<file path="src/rtl/fifo_wr_arbiter_if.sv">
// fifo_wr_arbiter_if: requester streams plus FIFO write-side signals shared by
// the arbiter (master) and the requesters/FIFO around it (slave).
interface fifo_wr_arbiter_if #(
    parameter int NREQ   = 4,
    parameter int DWIDTH = 8
);
    logic [NREQ-1:0]        req_valid;
    logic [NREQ-1:0]        req_last;
    logic [NREQ*DWIDTH-1:0] req_data;
    logic [NREQ-1:0]        req_ready;
    logic [NREQ-1:0]        grant;
    logic                   busy;
    logic                   fifo_full;
    logic                   fifo_wren;
    logic [DWIDTH-1:0]      fifo_din;

    modport master (
        input  req_valid, req_last, req_data, fifo_full,
        output req_ready, grant, busy, fifo_wren, fifo_din
    );

    modport slave (
        output req_valid, req_last, req_data, fifo_full,
        input  req_ready, grant, busy, fifo_wren, fifo_din
    );
endinterface

</file>
<file path="src/rtl/fifo_wr_arbiter.sv">
// fifo_wr_arbiter: shares one FIFO write port between NREQ requesters.
// Round-robin choice in IDLE, then the owner keeps the port until its req_last
// beat. Define ARB_BURST_LIMIT_EN to also end a grant after MAX_BURST beats.
module fifo_wr_arbiter #(
    parameter int NREQ      = 4,
    parameter int DWIDTH    = 8,
    parameter int MAX_BURST = 8
) (
    input logic               clk,
    input logic               rst,
    fifo_wr_arbiter_if.master bus
);
    localparam int IW = $clog2(NREQ);

    typedef enum logic {IDLE, GRANT} state_t;

    state_t          state;
    logic [NREQ-1:0] cur_grant;
    logic            cur_busy;
    logic [IW-1:0]   owner;
    logic [IW-1:0]   last_winner;
    logic [IW-1:0]   winner;
    logic [IW-1:0]   cand;
    logic            any_req;
    logic            beat;
    logic            pkt_end;

`ifdef ARB_BURST_LIMIT_EN
    localparam int CW = $clog2(MAX_BURST + 1);
    logic [CW-1:0]   beat_count;
    logic            burst_done;
    // the beat being accepted now is the MAX_BURST-th of this grant
    assign burst_done = (beat_count == CW'(MAX_BURST - 1));
`endif

    // Round-robin pick: first valid requester after the previous winner
    always_comb begin
        winner  = last_winner;
        any_req = 1'b0;
        cand    = '0;
        for (int unsigned i = 1; i <= NREQ; i++) begin
            cand = IW'((32'(last_winner) + i) % NREQ);
            if (!any_req && bus.req_valid[cand]) begin
                winner  = cand;
                any_req = 1'b1;
            end
        end
    end

    // Beat acceptance and end-of-grant detection for the current owner
    always_comb begin
        beat    = cur_busy & ~rst & bus.req_valid[owner] & ~bus.fifo_full;
`ifdef ARB_BURST_LIMIT_EN
        pkt_end = beat & (bus.req_last[owner] | burst_done);
`else
        pkt_end = beat & bus.req_last[owner];
`endif
    end

    assign bus.req_ready = (cur_busy && !rst && !bus.fifo_full) ? cur_grant : '0;
    assign bus.fifo_wren = beat;
    assign bus.fifo_din  = cur_busy ? bus.req_data[32'(owner) * DWIDTH +: DWIDTH] : '0;
    assign bus.grant     = cur_grant;
    assign bus.busy      = cur_busy;

    // Arbitration FSM with registered grant/busy and fairness pointer
    always_ff @(posedge clk) begin
        if (rst) begin
            state       <= IDLE;
            cur_grant   <= '0;
            cur_busy    <= 1'b0;
            owner       <= '0;
            last_winner <= IW'(NREQ - 1);
`ifdef ARB_BURST_LIMIT_EN
            beat_count  <= '0;
`endif
        end else begin
            case (state)
                IDLE: begin
                    if (any_req) begin
                        state       <= GRANT;
                        cur_grant   <= NREQ'(1) << winner;
                        cur_busy    <= 1'b1;
                        owner       <= winner;
                        last_winner <= winner;
`ifdef ARB_BURST_LIMIT_EN
                        beat_count  <= '0;
`endif
                    end
                end
                GRANT: begin
`ifdef ARB_BURST_LIMIT_EN
                    if (beat) begin
                        beat_count <= beat_count + 1'b1;
                    end
`endif
                    if (pkt_end) begin
                        state     <= IDLE;
                        cur_grant <= '0;
                        cur_busy  <= 1'b0;
                    end
                end
                default: begin
                    state     <= IDLE;
                    cur_grant <= '0;
                    cur_busy  <= 1'b0;
                end
            endcase
        end
    end
endmodule

</file>
<file path="src/flat_wrapper.sv">
// flat-port wrapper written by rule: the top's interface ports become plain ports
module fifo_wr_arbiter_flat 
#(
    parameter int NREQ      = 4,
    parameter int DWIDTH    = 8,
    parameter int MAX_BURST = 8
)
  (clk, rst, bus_req_valid, bus_req_last, bus_req_data, bus_fifo_full, bus_req_ready, bus_grant, bus_busy, bus_fifo_wren, bus_fifo_din);
  fifo_wr_arbiter_if #(.NREQ(NREQ), .DWIDTH(DWIDTH)) bus_i ();
  input logic clk;
  input logic rst;
  input wire logic [$bits(bus_i.req_valid)-1:0] bus_req_valid;
  input wire logic [$bits(bus_i.req_last)-1:0] bus_req_last;
  input wire logic [$bits(bus_i.req_data)-1:0] bus_req_data;
  input wire logic [$bits(bus_i.fifo_full)-1:0] bus_fifo_full;
  output wire logic [$bits(bus_i.req_ready)-1:0] bus_req_ready;
  output wire logic [$bits(bus_i.grant)-1:0] bus_grant;
  output wire logic [$bits(bus_i.busy)-1:0] bus_busy;
  output wire logic [$bits(bus_i.fifo_wren)-1:0] bus_fifo_wren;
  output wire logic [$bits(bus_i.fifo_din)-1:0] bus_fifo_din;
  assign bus_i.req_valid = bus_req_valid;
  assign bus_i.req_last = bus_req_last;
  assign bus_i.req_data = bus_req_data;
  assign bus_i.fifo_full = bus_fifo_full;
  assign bus_req_ready = bus_i.req_ready;
  assign bus_grant = bus_i.grant;
  assign bus_busy = bus_i.busy;
  assign bus_fifo_wren = bus_i.fifo_wren;
  assign bus_fifo_din = bus_i.fifo_din;
  fifo_wr_arbiter #(.NREQ(NREQ), .DWIDTH(DWIDTH), .MAX_BURST(MAX_BURST)) u_core (.clk(clk), .rst(rst), .bus(bus_i));
endmodule
</file>
<file path="config.mk">
export PLATFORM = sky130hd
export DESIGN_NAME = fifo_wr_arbiter_flat
export DESIGN_NICKNAME = d
export VERILOG_FILES = /design/src/rtl/fifo_wr_arbiter_if.sv /design/src/rtl/fifo_wr_arbiter.sv /design/src/flat_wrapper.sv
export SDC_FILE = /design/constraint.sdc
export NUM_CORES = 1
export LEC_CHECK = 0
export ABC_AREA = 0
export BUFFER_PORTS_ARGS = -buffer_cell sky130_fd_sc_hd__buf_2
export CAP_MARGIN = 20
export CELL_PAD_IN_SITES_DETAIL_PLACEMENT = 0
export CELL_PAD_IN_SITES_GLOBAL_PLACEMENT = 1
export CORE_ASPECT_RATIO = 1.1
export CORE_UTILIZATION = 27
export DETAILED_ROUTE_END_ITERATION = 8
export HOLD_SLACK_MARGIN = 0.03
export PLACE_DENSITY = 0.81
export SYNTH_ARGS = -nofsm -noshare
export SYNTH_HDL_FRONTEND = slang
export SYNTH_SLANG_ARGS = --single-unit
</file>
<file path="constraint.sdc">
create_clock -name clk -period 1.94 [get_ports clk]
set_clock_uncertainty 0.1 [all_clocks]
set_input_delay 0.388 -clock clk [delete_from_list [all_inputs] [get_ports clk]]
set_output_delay 0.388 -clock clk [all_outputs]
set_load 0.01 [all_outputs]
</file>
==> impl.org <==
** Outcome
- The flow ran to the end, but the final reports show violations.
- Violated checks :: negative setup slack

** Clock tree
- CTS root buf :: clkbuf_4
- The longest clock path from root to sink contains 2 buffers.
- TritonCTS buffer count :: 3
- Clock tree from TritonCTS :: yes
- Clock latency on the worst-skew pair, taken at its later pin, is 260 ps.
- After clock tree synthesis, the clock-pin slew on the worst setup and hold paths is 60 ps.
- For this design, the CTS-stage hold fixing added 0 buffers.
- CTS built an H-tree with a depth of 1.
- CTS sink count :: 10

** Floorplan
- Pin placement for this block handled 61 I/O pins.
- The floorplan has 20 rows.
- Core footprint :: 0.002803 mm²
- DIE WIDTH :: 54.25 µm
- The die covers 0.003227 mm².
- For this configuration, the core starts out at a cell density of 0.2893.
- The die is 59.48 µm tall.

** Timing
- Clock period minus final worst setup slack :: 2024 ps
- Slew Viols, Final :: 0
- Setup violations remaining at the end of the flow were counted as 8.
- In this run the tightest slew margin relative to its limit is 0.7312.
- Unrepaired setup endpoints after global routing :: yes
- In the post-route analysis, the smallest setup slack over all paths is -84.21 ps.
- Highest attainable clock frequency :: 0.4940 GHz
- Slew at the pin with the worst max-slew slack :: 401.4 ps
- Final worst path period share :: 1.043
- The total count of hold-check failures in the final report was 0.

** Cells and area
- Seq. cell area :: 205.2 µm²
- Post-layout net count :: 195
- Layout Cell Area excl Fill :: 0.001313 mm²
- The layout has 266 filler cells.
- In the final layout, the share of cells above drive strength 1 is 0.6267.
- Area of the multi-input gates :: 590.6 µm²
- The repair_antennas step left the layout with diodes totalling 0.
- Number of non-filler instances in the completed layout :: 183
- Layout-stage area growth over the synthesis result :: 61.88%

** Logic synthesis
- Flip-flop and latch count after synthesis :: 10
- Cell taking the most area after synthesis :: mux4_2
- The number of nets in the synthesized netlist is 125.
- Among all cell types in the netlist, the one instantiated most often is and2_1.
- Yosys warning total :: 0
- Synth cell count leaders :: 13 x and2_1, 10 x dfxtp_1, 10 x mux4_2
- By area the synthesized netlist is led by mux4_2 28%, dfxtp_1 25%, and2_1 10%.
- Fraction of synthesized cell area taken by the top area cell type :: 0.2778
- Syn_area_per_cell :: 9.888 µm²
- Count of flip-flops with a built-in enable after synthesis :: 0
- Synthesis instantiated 31 different standard cells from the library.
- The share of the Yosys chip area taken by registers is 0.2469.
- Synthesis produced a netlist whose cell count is 82.
- Synth async-reset ratio :: 0
- Leading register cell type out of synthesis :: dfxtp_1
- After synthesis the cells add up to 810.8 µm².

** Placed design
- The placed instances occupy a cell area of 0.001191 mm².
- Timing analysis after detailed placement gives a worst setup slack of 128.0 ps.
- Global placer's final weighted congestion :: 0.7992
- Once placement completed, the tool counted placed cells totaling 178.
- Detailed placement ended at an HPWL of 2079 µm.
- Port buffering added 60 buffers.

** Global route
- The number of antenna violations at the first check in global routing was 0.
- Global-route total usage across every layer :: 0.1573
- Entering global routing, the biggest net connects 11 pins.
- The first global-routing pass estimated 3753 µm of wire.
- Number of global-route vias before repair :: 902
- Grt total ovfl :: 0

** Pwr
- Relative contribution of the clock network to total power :: 0.202
- Cell internal pwr :: 0.0004681 W
- Across the VDD grid, the largest voltage drop is 0.3621 mV.
- Of the total power, registers draw 0.362.
- Of the total power, the share spent switching nets is 0.2985.
- Power spent charging and discharging nets :: 0.0001992 W
- For this design the ratio of total power to cell area is 508.5 mW/mm².
- Static Leak :: 0.6290 nW
- Of the total power, combinational logic draws 0.436.

** Run
- Across the run, the number of max-cap violations was 0.

** Setup path
- On the critical path, the stage with the largest delay is an instance of mux4_2.
- In this run the worst path has a maximum fanout of 5.
- Crit path launch type :: flop
- For the worst setup path, the data required time is 1450 ps.
- CP Cell Sequence :: buf_12 > mux4_2 > and2_4 > buf_6
- Delay contributed by the slowest stage of the critical path :: 510 ps
- Critical path type :: reg2out
- Broken down by cell family, the worst path's largest delay share belongs to multiplexers.
- The critical path contains buffers and inverters numbering 2 combined.
- STA classifies the critical path endpoint as an output pin.
- CP Data Arrival Time :: 1540 ps

** Routing
- Number of design-rule violations left by the first detailed-router iteration :: 9
- Detailed-route wire length :: 2657 µm
- Total number of vias :: 939
- First-pass detailed-route iteration total :: 4
- Mean routed wirelength per cell :: 14.52 µm
- After detailed routing, the number of remaining DRC violations is 0.
- The count of nets left with antenna violations once routing finished came out at 0.
- In the routed layout, each cell is associated on average with a via count of 5.131.

** Hold path
- The min-delay analysis places its worst path in the category in2reg.
## flip-flops by register name, indices dropped and copies added (netlist names)
signal / count
u_core.bus.busy: 1
u_core.bus.grant: 4
u_core.last_winner: 2
u_core.owner: 2
u_core.state: 1
## layout by cell type (no fill, tap or decap)
master / count
a31oi_1: 1
clkbuf_4: 3
o21ai_0: 1
buf_12: 1
a21oi_1: 5
nand2_1: 4
nor2_1: 6
nor4_1: 1
nor2b_1: 1
dfxtp_2: 1
mux4_2: 10
and2_1: 6
nor3_1: 3
and2_4: 7
nor3b_1: 2
inv_1: 1
nand4_1: 1
a21o_1: 1
or2_1: 1
buf_2: 53
nor3_2: 1
dfxtp_4: 1
o311ai_0: 1
a22o_1: 1
nand3_1: 2
nand2b_1: 2
or3_1: 1
nor4_4: 1
clkbuf_16: 1
dfxtp_1: 8
mux2i_1: 1
o22ai_1: 1
and3_1: 3
buf_4: 8
a32o_1: 1
buf_6: 7
nand3b_1: 1
## per-layer routing
layer | up-vias | part of all wire | track usage
met2 | 51 | 0.54 | 0.3188
met3 | 0 | 0.084 | 0.02051
met5 | - | 0 | 0
met4 | 0 | 0 | 0.02198
li1 | 452 | - | -
met1 | 436 | 0.38 | 0.1667
## area by class of cell
class | count | share of cell area
flip-flops and latches | 10 | 0.1563
well taps | 33 | 0.03146
multi-input cells | 66 | 0.4500
inverters | 1 | 0.002860
repair buffers | 70 | 0.3422
clock buffers | 3 | 0.01716
## worst paths after layout
check / cells after the start / end / startpoint / slack [ps]
setup / recovery: 4 / bus_fifo_din[4] / u_core.owner[0]$_SDFFE_PP0P_ / -80
hold / removal: 2 / u_core.owner[1]$_SDFFE_PP0P_ / rst / 320
setup reg to reg: 6 / u_core.bus.grant[3]$_SDFFE_PP0P_ / u_core.owner[0]$_SDFFE_PP0P_ / 250
hold reg to reg: 2 / u_core.bus.grant[3]$_SDFFE_PP0P_ / u_core.bus.grant[3]$_SDFFE_PP0P_ / 380
## what timing repair did
item / in CTS / in global routing
setup buffers: 1 / 0
setup endpoints to repair: 9 / 9
gates cloned: 0 / 1
pin swaps: 0 / 9
gates resized for setup: 2 / 17
## cell families (layout without fill, tap and decap cells)
family,Yosys count,after routing,synth area share
and+or+nand+nor,43,43,0.3210
DFF,10,10,0.2469
muxes,11,11,0.2901
buffers and inverters,6,74,0.04629
AOI/OAI and AO/OA,12,12,0.09569
## power by group through the flow
stage / Sequential, W / Clock, W / Combinational, W
6_report: 0.000242 / 0.000135 / 0.000291
5_1_grt: 0.000244 / 0.000149 / 0.000316
3_3_place_gp: 0.000243 / 0 / 0.000244
4_1_cts: 0.000240 / 0.000138 / 0.000256
3_5_place_dp: 0.000244 / 0 / 0.000252
2_1_floorplan: 0.000242 / 0 / 0.000146
## metrics by stage
| stage | power [W] | utilization | setup TNS, ps | hold slack (ps) |
|---|---|---|---|---|
| 4_1_cts | 0.0006349 | 0.4366 | -745.8 | 319.5 |
| 5_1_grt | 0.0007094 | 0.4683 | -931.7 | 342.2 |
| 3_5_place_dp | 0.0004961 | 0.4250 | 0 | 382.3 |
| 6_report | 0.0006674 | 0.4683 | -541.3 | 324.3 |
| 2_1_floorplan | 0.0003884 | - | 0 | 396.0 |
| 3_3_place_gp | 0.0004870 | 0.4250 | 0 | 370.1 |
No activity file was read; power rests on OpenSTA's default activity.
